===== src/rtl/serial_pattern_gen.sv =====
// Serial pattern generator: shifts a captured 8-bit pattern out MSB first,
// LEN bits per frame, REPS+1 frames per burst, then pulses DONE for one cycle.
module serial_pattern_gen (
   input  logic       CLK,
   input  logic       RESET,
   input  logic       START,
   input  logic [7:0] PATTERN,
   input  logic [3:0] LEN,
   input  logic [2:0] REPS,
   output logic       X,
   output logic       X_VALID,
   output logic       FRAME_END,
   output logic       BUSY,
   output logic       DONE
);

   localparam int unsigned PAT_W = 8;
   localparam int unsigned CNT_W = 3;

   typedef enum logic [1:0] {
      S_IDLE = 2'd0,
      S_SEND = 2'd1,
      S_FIN  = 2'd2
   } state_e;

   state_e             state_q, state_d;
   logic [PAT_W-1:0]   pat_q, pat_d;
   logic [CNT_W-1:0]   last_bit_q, last_bit_d;
   logic [CNT_W-1:0]   reps_q, reps_d;
   logic [CNT_W-1:0]   bit_q, bit_d;
   logic [CNT_W-1:0]   frm_q, frm_d;
   logic               x_q, x_d;
   logic               x_valid_q, x_valid_d;
   logic               frame_end_q, frame_end_d;
   logic               busy_q, busy_d;
   logic               done_q, done_d;

   // Next state; outputs are computed for the bit that becomes visible after the edge
   always_comb begin
      state_d     = state_q;
      pat_d       = pat_q;
      last_bit_d  = last_bit_q;
      reps_d      = reps_q;
      bit_d       = bit_q;
      frm_d       = frm_q;
      x_d         = 1'b0;
      x_valid_d   = 1'b0;
      frame_end_d = 1'b0;
      busy_d      = 1'b0;
      done_d      = 1'b0;

      case (state_q)
         S_IDLE: begin
            if (START) begin
               pat_d       = PATTERN;
               last_bit_d  = ((LEN == 4'd0) || (LEN > 4'd8)) ? 3'd7 : CNT_W'(LEN - 4'd1);
               reps_d      = REPS;
               bit_d       = '0;
               frm_d       = '0;
               state_d     = S_SEND;
               x_d         = PATTERN[PAT_W-1];
               x_valid_d   = 1'b1;
               busy_d      = 1'b1;
               frame_end_d = (last_bit_d == 3'd0);
            end
         end
         S_SEND: begin
            if ((bit_q == last_bit_q) && (frm_q == reps_q)) begin
               state_d = S_FIN;
               bit_d   = '0;
               frm_d   = '0;
               done_d  = 1'b1;
            end else begin
               if (bit_q == last_bit_q) begin
                  bit_d = '0;
                  frm_d = frm_q + 3'd1;
               end else begin
                  bit_d = bit_q + 3'd1;
               end
               x_d         = pat_q[3'd7 - bit_d];
               x_valid_d   = 1'b1;
               busy_d      = 1'b1;
               frame_end_d = (bit_d == last_bit_q);
            end
         end
         S_FIN: begin
            state_d = S_IDLE;
         end
         default: begin
            state_d = S_IDLE;
         end
      endcase
   end

   // State and registered outputs with synchronous reset
   always_ff @(posedge CLK) begin
      if (RESET) begin
         state_q     <= S_IDLE;
         pat_q       <= '0;
         last_bit_q  <= '0;
         reps_q      <= '0;
         bit_q       <= '0;
         frm_q       <= '0;
         x_q         <= 1'b0;
         x_valid_q   <= 1'b0;
         frame_end_q <= 1'b0;
         busy_q      <= 1'b0;
         done_q      <= 1'b0;
      end else begin
         state_q     <= state_d;
         pat_q       <= pat_d;
         last_bit_q  <= last_bit_d;
         reps_q      <= reps_d;
         bit_q       <= bit_d;
         frm_q       <= frm_d;
         x_q         <= x_d;
         x_valid_q   <= x_valid_d;
         frame_end_q <= frame_end_d;
         busy_q      <= busy_d;
         done_q      <= done_d;
      end
   end

   assign X         = x_q;
   assign X_VALID   = x_valid_q;
   assign FRAME_END = frame_end_q;
   assign BUSY      = busy_q;
   assign DONE      = done_q;

endmodule


===== config.mk =====
export PLATFORM = sky130hd
export DESIGN_NAME = serial_pattern_gen
export DESIGN_NICKNAME = d
export VERILOG_FILES = /design/src/rtl/serial_pattern_gen.sv
export SDC_FILE = /design/constraint.sdc
export NUM_CORES = 1
export LEC_CHECK = 0
export CORE_MARGIN = 2
export CORE_UTILIZATION = 25
export DETAILED_ROUTE_END_ITERATION = 8
export GPL_ROUTABILITY_DRIVEN = 0
export MAX_ROUTING_LAYER = met4
export PLACE_DENSITY = 0.54
export RECOVER_POWER = 50
export SETUP_SLACK_MARGIN = 0.5
export SYNTH_ARGS = -nofsm -noshare
export SYNTH_HDL_FRONTEND = slang
export SYNTH_SLANG_ARGS = --single-unit

===== constraint.sdc =====
create_clock -name CLK -period 2.4 [get_ports CLK]
set_clock_uncertainty 0.15 [all_clocks]
set_input_delay 0.24 -clock CLK [delete_from_list [all_inputs] [get_ports CLK]]
set_output_delay 0.24 -clock CLK [all_outputs]
set_load 0.05 [all_outputs]

# Yosys cells after proc, flatten, opt, wreduce, memory -nomap -nowiden
# Index checks and enable logic that the tools add are counted.
[totals]
elab_cells = 60
regBits = 26
input_bits = 18
output_inout_bits = 5
[classes]
n_eq_ne = 7
n_addsub = 4
reduce_logical = 11
mux = 25
n_lt_le_gt_ge = 2
n_bitwise = 1
[ops]
columns = ["op", "count"]
rows = [
  ["3-bit 2-to-1 mux", 8],
  ["3-bit case mux with 2 select lines", 2],
  ["3-bit equality test", 3],
  ["1-bit 2-to-1 mux", 8],
  ["3-bit by 1-bit adder with 3-bit output, second input constant", 2],
  ["1-bit case mux with 2 select lines", 3],
  ["2-bit AND reduction", 3],
  ["4-bit greater-than comparator, second input constant", 1],
  ["4-bit zero test", 1],
  ["3-bit by 4-bit less-than comparator with 1-bit output, second input constant", 1],
  ["2-bit 2-to-1 mux", 2],
  ["2-bit != test, second input constant", 2],
  ["2-bit case mux with 2 select lines", 1],
  ["1-bit binary-select mux with 3-bit select", 1],
  ["3-bit zero test", 1],
  ["3-bit != test, second input constant", 1],
  ["3-bit AND reduction", 1],
  ["3-bit by 1-bit subtractor with 3-bit output, second input constant", 1],
  ["3-bit subtractor, first input constant", 1],
  ["2-bit by 1-bit equality test with 1-bit output, second input constant", 1],
  ["2-bit zero test", 1],
  ["2-bit nonzero test", 1],
  ["2-bit OR reduction", 1],
  ["1-bit logical AND", 1],
  ["other kinds (2)", 2],
]

# Longest topological paths before layout
# Gate-level depths: netlist of the first run.
[depth]
word_depth = 9
depth_mapped = 7
mapped_depth_nobuf = 6

# Least setup slack after synthesis of the first run
# OpenSTA, ideal clock, no wires.
[synth_path]
kind = "flip-flop to flip-flop"
startpoint = "register bit_q[1]"
endpoint = "register x_q (netlist: X)"
synth_period_minus_slack_ps = 1749
t_arrival_ps = 1485
n_path_buf = 0
setup_time_ps = 114
stages_incl_launch_ff = 7
path_slack_ps = 651
t_required_ps = 2136
path_cell_list = "dfxtp_1 ha_1 xor2_1 mux4_2 nand2_1 o21ai_0 a21o_1"
[synth_between]
elab_chain_cells = 9
word_cells_on_any_way = 11
cone_classes = "add/sub (2); eq/ne (1); mux (7); reduce/logical (1)"
[synth_lines]
columns = ["element", "line_no", "rtl"]
rows = [
  ["start, declared", "30", "logic [CNT_W-1:0] bit_q, bit_d;"],
  ["start signal, assigned", "114", "bit_q <= bit_d;"],
  ["3-bit by 1-bit adder with 3-bit output / 3-bit equality test (equally long branches)", "78, 68, 74", ""],
  ["3-bit 2-to-1 mux", "74", "if (bit_q == last_bit_q) begin"],
  ["3-bit 2-to-1 mux", "68", "if ((bit_q == last_bit_q) && (frm_q == reps_q)) begin"],
  ["3-bit 2-to-1 mux", "52", "case (state_q)"],
  ["3-bit subtractor", "80", "x_d = pat_q[3'd7 - bit_d];"],
  ["1-bit binary-select mux with 3-bit select", "80", ""],
  ["1-bit 2-to-1 mux (not written as such)", "80", ""],
  ["1-bit 2-to-1 mux *", "68", ""],
  ["1-bit case mux with 2 select lines *", "52", ""],
  ["end signal, assigned", "104", "x_q <= 1'b0;"],
  ["end signal, assigned", "116", "x_q <= x_d;"],
  ["end, declared", "32", "logic x_q, x_d;"],
]
# Every way passes the cells marked *; elsewhere a longest branch is shown, timed or not. The select of a mux whose other input is x is not followed.
# A chain may end at the register's enable or synchronous reset.

# Final worst setup path of the first run
[layout_path]
startpoint = "input START"
endpoint = "register last_bit_q[1]"
[layout_between]
elab_chain_cells = 1
[layout_lines]
columns = ["element", "line_no", "rtl"]
rows = [
  ["start, declared", "6", "input logic START,"],
  ["2-bit AND reduction (no line)", "--", ""],
  ["end signal, assigned", "112", "last_bit_q <= last_bit_d;"],
  ["end, declared", "28", "logic [CNT_W-1:0] last_bit_q, last_bit_d;"],
]
# Every way passes these cells.

==> results.yml, run 1 <==
global_routing:
  grt_max_degree: 21
  track_usage: 0.104
  grt_antenna_before_repair: 0
  grt_pass1_wl_um: 4400
  globalRoute.totalOverflow: 0
  first_global_vias: 975
synth:
  syn_nets: 171
  synthesis.area_um2: 1260
  synth-seq-area-share: 0.411
  synth.yosys.warnings: 0
  ys_types: 38
  synth.avg_cell_area_um2: 8.43
  dominantRegCellSynth: "sky130_fd_sc_hd__dfxtp_1"
  syn_inst: 150
  postSynth.asyncResetShare: 0
  number_of_enable_type_register_cells_in_the_synthesized_netlist: 0
  post_synth_main_area_contributors: "sky130_fd_sc_hd__dfxtp_1, sky130_fd_sc_hd__nand2_1, sky130_fd_sc_hd__a21oi_1"
  synth.ff_latch_count: 26
  yosys.area.top_type: "sky130_fd_sc_hd__dfxtp_1"
  yosys_top_cell_area_share: 0.411
drt:
  wl_met3_um: 95
  vias: 1067
  max_used_layer: "met4"
  detailed_route_drc_error_count: 0
  avgViaCountPerCell: 4.46
  routed_wirelength_um: 2660
  ant_nets: 0
  drt_iter0_drc: 48
  post_drt_wl_per_cell_um: 11.1
  routed-wl-met2_um: 1150
  wl_met1_um: 1390
  first_drt_pass_iteration_count: 4
job:
  drv.max_cap_violation_count: 0
sta:
  fin_crit_sh: 0.775
  worst_slack_ns: 0.539
  fin_tns_setup_ns: 0
  timing.final.hold_violations: 0
  final-max-slew-violation-count: 0
  tightestPinTransition_ns: 0.681
  finalWorstPathRequiredPeriod_ns: 1.86
  slew_headroom: 0.546
  clock.fmax_ghz: 0.537
  setup_repair_after_global_routing_missed_its_margin: "false"
  finalSetupViolations: 0
final_layout:
  num_antenna_cells: 0
  drive_gt1_frac: 0.0930
  finalNonFillerCells: 239
  nets: 194
  num-fill-cells: 524
  areaGrowthSynthToFinish_pct: 27.0
  finish.utilization: 0.336
floorplanning:
  design.die.area_um2: 5640
  core_area_um2: 4790
  floorplan.initialDensity: 0.264
  ios: 23
  dieHeight_um: 75.1
  placement_rows: 25
  die_w_um: 75.1
clock_network:
  worst_skew_pair_later_pin_latency_ns: 0.27
  cts_h_tree_lvls: 1
  cts_made_buffers: 3
  count_of_clock_tree_sinks: 26
  hold_buffers: 0
  postCtsSetupBuffers: 0
  path_clk_slew_ns: 0.09
  ctsRootBufferMaster: "sky130_fd_sc_hd__clkbuf_8"
  clock_tree_from_tritoncts: "yes"
  clock_tree.buffer_depth: 2
setup_path:
  crit_type: "in2reg"
  crit_path_start_kind: "primary input"
  crit_fanout: 15
  worst_ep_required_time_ns: 2.43
  critPathArrivalTime_ns: 1.89
  cp-end-kind: "flop"
power_and_ir_drop:
  powerDensity_nw_per_um2: 638
  total_leakage_power_nw: 0.616
  ir_worst_vdd_v: 0.000237
placement:
  hpwlAfterDp_um: 1970
  portBuffers: 22
  placed_cells_incl_taps: 235
  dp_worst_slack_ns: 0.453
outcome:
  run_status: "completed"
min_path:
  holdCritPathClass: "reg2reg"
path summary, 6_finish.rpt:
| path | slack (ns) | from | endpoint | depth (start not counted) |
|---|---|---|---|---|
| worst max register to register | 0.56 | state_q[0]$_SDFFE_PP0P_ | last_bit_q[1]$_SDFFE_PP0P_ | 5 |
| worst max-delay path | 0.54 | START | last_bit_q[1]$_SDFFE_PP0P_ | 6 |
| worst min-delay path | 0.31 | pat_q[0]$_SDFFE_PP0P_ | pat_q[0]$_SDFFE_PP0P_ | 2 |
| worst min register to register | 0.31 | pat_q[0]$_SDFFE_PP0P_ | pat_q[0]$_SDFFE_PP0P_ | 2 |
synth_stat cells, types with 2 or more instances:
| cell type | count |
|---|---|
| sky130_fd_sc_hd__o31ai_1 | 3 |
| sky130_fd_sc_hd__inv_1 | 5 |
| sky130_fd_sc_hd__a21oi_1 | 13 |
| sky130_fd_sc_hd__clkbuf_1 | 3 |
| sky130_fd_sc_hd__nor3_1 | 3 |
| sky130_fd_sc_hd__a31oi_1 | 3 |
| sky130_fd_sc_hd__nor2_1 | 13 |
| sky130_fd_sc_hd__nand3b_1 | 2 |
| sky130_fd_sc_hd__buf_2 | 2 |
| sky130_fd_sc_hd__dfxtp_1 | 26 |
| sky130_fd_sc_hd__nand3_1 | 3 |
| sky130_fd_sc_hd__o21ai_0 | 6 |
| sky130_fd_sc_hd__xor2_1 | 5 |
| sky130_fd_sc_hd__nor3_2 | 2 |
| sky130_fd_sc_hd__buf_4 | 2 |
| sky130_fd_sc_hd__ha_1 | 3 |
| sky130_fd_sc_hd__nand2b_1 | 2 |
| sky130_fd_sc_hd__nand2_1 | 27 |
| sky130_fd_sc_hd__a211oi_1 | 4 |
| sky130_fd_sc_hd__xnor2_1 | 5 |
power breakdown:
| part | switching, mW | internal [mW] |
|---|---|---|
| logic | 0.146 | 0.105 |
| clock network | 0.133 | 0.147 |
| registers | 0.0306 | 0.463 |
placed cells by master (no fill, tap or decap), drive strengths merged, types with 5 or more instances in the layout:
cell and count:
xnor2 5, a21oi 13, clkbuf 5, xor2 5, clkdlybuf4s50 22, nand2 27
inv 6, nor3 6, nor2 13, dfxtp 26, o21ai 7
worst max-delay path, cell delays in order:
cell	delay, ns
sky130_fd_sc_hd__clkdlybuf4s50_1	0.53
sky130_fd_sc_hd__nand2b_1	0.10
sky130_fd_sc_hd__nor2_1	0.15
sky130_fd_sc_hd__clkbuf_1	0.55
sky130_fd_sc_hd__nor2_1	0.08
sky130_fd_sc_hd__a211oi_1	0.24
stage by stage:
stage          instance area, µm²  hold slack (ns)  power [mW]
2_1_floorplan                1260            0.186       0.684
3_3_place_gp                 1550            0.297       0.757
3_5_place_dp                 1550            0.302       0.759
4_1_cts                      1610            0.314        1.04
5_1_grt                      1610            0.336        1.09
6_report                     1610            0.312        1.02
cell type report:
| cell class | count | area, µm² | area share |
|---|---|---|---|
| Sequential cell | 26 | 524 | 0.326 |
| Tap cell | 67 | 83.8 | 0.0522 |
| Multi-Input combinational cell | 110 | 674 | 0.420 |
| Timing Repair Buffer | 26 | 246 | 0.153 |
| Clock buffer | 4 | 55.1 | 0.0343 |
| Inverter | 6 | 22.5 | 0.0140 |
registers in the layout (all words and copies together) (netlist names):
register,flops
FRAME_END,1
last_bit_q,3
frm_q,3
bit_q,3
pat_q,8
X,1
state_q,2
DONE,1
BUSY,1
reps_q,3
routing by layer:
metal,vias to the layer above,GRT usage
met5,-,-
met4,0,0.0117
met3,4,0.0295
met2,24,0.161
met1,476,0.140
li1,563,-
what timing repair did:
action,CTS,global route
endpoints found under the setup margin,2,1
cloned,0,0
resized for setup,1,1
pin swaps,0,0
cell families (layout without fill, tap and decap cells):
| family | count (synthesis) | count (layout) | share of synthesized area |
|---|---|---|---|
| mux | 3 | 3 | 0.0346 |
| compound gates | 37 | 37 | 0.187 |
| buf+inv | 14 | 36 | 0.0554 |
| flops | 26 | 26 | 0.411 |
| fa+ha+maj | 3 | 3 | 0.0297 |
| simple gates | 57 | 57 | 0.213 |
| xor+xnor | 10 | 10 | 0.0692 |
Note: power is estimated with default switching activity, not from simulation.
==> run 2, diff against run 1 <==
Settings changed: PLACE_DENSITY 0.54 to 0.56.
Clock period 2.4 ns to 1.6 ns, I/O delays scaled along.
==> results.yml, run 2 (synthesis gave the netlist of run 1 again) <==
outcome:
  run_status: "finished with violations"
  failed_checks: "negative setup slack"
final_layout:
  areaGrowthSynthToFinish_pct: 72.1
  drive_gt1_frac: 0.537
  num-fill-cells: 469
  layout_common_cells: "sky130_fd_sc_hd__buf_4, sky130_fd_sc_hd__nand2_1, sky130_fd_sc_hd__clkdlybuf4s50_1, sky130_fd_sc_hd__dfxtp_1, sky130_fd_sc_hd__buf_6"
  layout.cells.most_common: "sky130_fd_sc_hd__buf_4"
  largest_register_ffs: 8
  regMostFlops: "pat_q"
  finish.utilization: 0.455
  num_antenna_cells: 0
  nets: 223
  finalNonFillerCells: 268
  final_cell_area_um2: 2180
drt:
  drt_iter0_drc: 40
  vias: 1213
  routed_wirelength_um: 3410
  first_drt_pass_iteration_count: 4
  post_drt_wl_per_cell_um: 12.7
  avgViaCountPerCell: 4.53
  detailed_route_drc_error_count: 0
  ant_nets: 0
global_routing:
  globalRoute.totalOverflow: 0
  grt_pass1_wl_um: 5370
  grt_max_degree: 21
  track_usage: 0.127
  first_global_vias: 1136
  grt_antenna_before_repair: 0
clock_network:
  clock_tree.buffer_depth: 2
  cts_h_tree_lvls: 1
  hold_buffers: 0
  worst_skew_pair_later_pin_latency_ns: 0.27
  count_of_clock_tree_sinks: 26
  cts_made_buffers: 3
  ctsRootBufferMaster: "sky130_fd_sc_hd__clkbuf_8"
  path_clk_slew_ns: 0.09
  clock_tree_from_tritoncts: "yes"
sta:
  fin_hold_ws_ns: 0.151
  fin_tns_setup_ns: -0.00963
  fin_crit_sh: 1.01
  worst_slack_ns: -0.00963
  setup_repair_after_global_routing_missed_its_margin: "true"
  slew_headroom: 0.604
  clock.fmax_ghz: 0.621
  finalWorstPathRequiredPeriod_ns: 1.61
  tightestPinTransition_ns: 0.597
  finalSetupViolations: 1
  final-max-slew-violation-count: 0
  timing.final.hold_violations: 0
job:
  drv.max_cap_violation_count: 0
setup_path:
  regToRegSetupSlack_ns: -0.01
  crit_fanout: 3
  cp-end-kind: "flop"
  worst_r2r_path_depth: 6
  worst_ep_required_time_ns: 1.63
  path_cells: "ha_4 > xor2_4 > mux4_2 > nand2_2 > o21ai_2 > a21o_1"
  timing.rr.start: "bit_q[1]$_SDFFE_PP0P_"
  critPathArrivalTime_ns: 1.64
  crit_type: "reg2reg"
  cp_slowest_stage_delay_ns: 0.39
  critical_path.slowest_cell: "sky130_fd_sc_hd__dfxtp_4"
  crit_path_start_kind: "flop"
  r2r_end: "X$_SDFF_PP0_"
power_and_ir_drop:
  p_sw_frac: 0.313
  switching_power_summed_over_all_nets_uw: 611
  power_frac_comb: 0.370
  powerDensity_nw_per_um2: 896
  pwr-share-clk: 0.253
  total_leakage_power_nw: 0.876
  ir_worst_vdd_v: 0.000554
  design_power_total_mw: 1.95
  p_int_mw: 1.34
  p_seq_frac: 0.377
floorplanning:
  dieHeight_um: 75.1
  design.die.area_um2: 5640
  core_area_um2: 4790
  placement_rows: 25
  ios: 23
  floorplan.initialDensity: 0.264
  die_w_um: 75.1
placement:
  hpwlAfterDp_um: 2220
  dpl-instance-area_um2: 1760
  dp_worst_slack_ns: -0.199
  portBuffers: 22
  placed_cells_incl_taps: 255
min_path:
  holdCritPathClass: "in2reg"
  worstHoldStart: "LEN[0]"
  endpoint_of_the_worst_hold_path: "last_bit_q[0]$_SDFFE_PP0P_"
  min_path_cells: 3
-- run 2: worst max-delay path by stage --
stage                     cells after the start                     to                   from  slack, ns
after global routing                          6           X$_SDFF_PP0_  bit_q[1]$_SDFFE_PP0P_      -0.06
after floorplan                               6  frm_q[0]$_SDFFE_PP0P_  bit_q[0]$_SDFFE_PP0P_       0.07
after CTS                                     6           X$_SDFF_PP0_  bit_q[0]$_SDFFE_PP0P_      0.001
final                                         6           X$_SDFF_PP0_  bit_q[1]$_SDFFE_PP0P_      -0.01
after global placement                        5           X$_SDFF_PP0_                  RESET      -0.19
after detailed placement                      5           X$_SDFF_PP0_                  RESET      -0.20
-- run 2: cell type report --
class	instances	area (µm²)	share of cell area
multi-input combinational	110	942	0.433
clock buffer	4	66.3	0.0305
timing repair buffer	55	513	0.236
inverter	6	25.0	0.0115
sequential	26	547	0.251
tap	67	83.8	0.0385
-- run 2: layer usage --
layer | vias up | track usage | routed length (µm)
met1 | 570 | 0.170 | 1630
met3 | 2 | 0.0321 | 100
met4 | 0 | 0.0175 | 21
met2 | 18 | 0.200 | 1660
met5 | - | - | 0
li1 | 623 | - | -
-- run 2: what timing repair did --
action | CTS | global route
cloned | 1 | 0
endpoints found under the hold margin | 0 | 0
endpoints found under the setup margin | 30 | 31
pin swaps | 11 | 20
setup buffers | 5 | 3
resized for setup | 25 | 60
-- run 2: power groups by stage --
stage                     Clock (mW)  Sequential [mW]  Combinational, mW
after floorplan                    0            0.775              0.289
after global placement             0            0.743              0.506
after detailed placement           0            0.743              0.505
after CTS                      0.504            0.731              0.584
after global routing           0.530            0.742              0.774
final                          0.493            0.735              0.721
-- run 2: worst max-delay path, delay by kind of cell, from the launching register on --
kind / cells / cell delay [ns]
and+or+nand+nor: 1 / 0.07
adders and majority gates: 1 / 0.16
AOI/OAI and AO/OA: 2 / 0.20
muxes: 1 / 0.33
xor gates and xnor gates: 1 / 0.20
DFF: 1 / 0.39
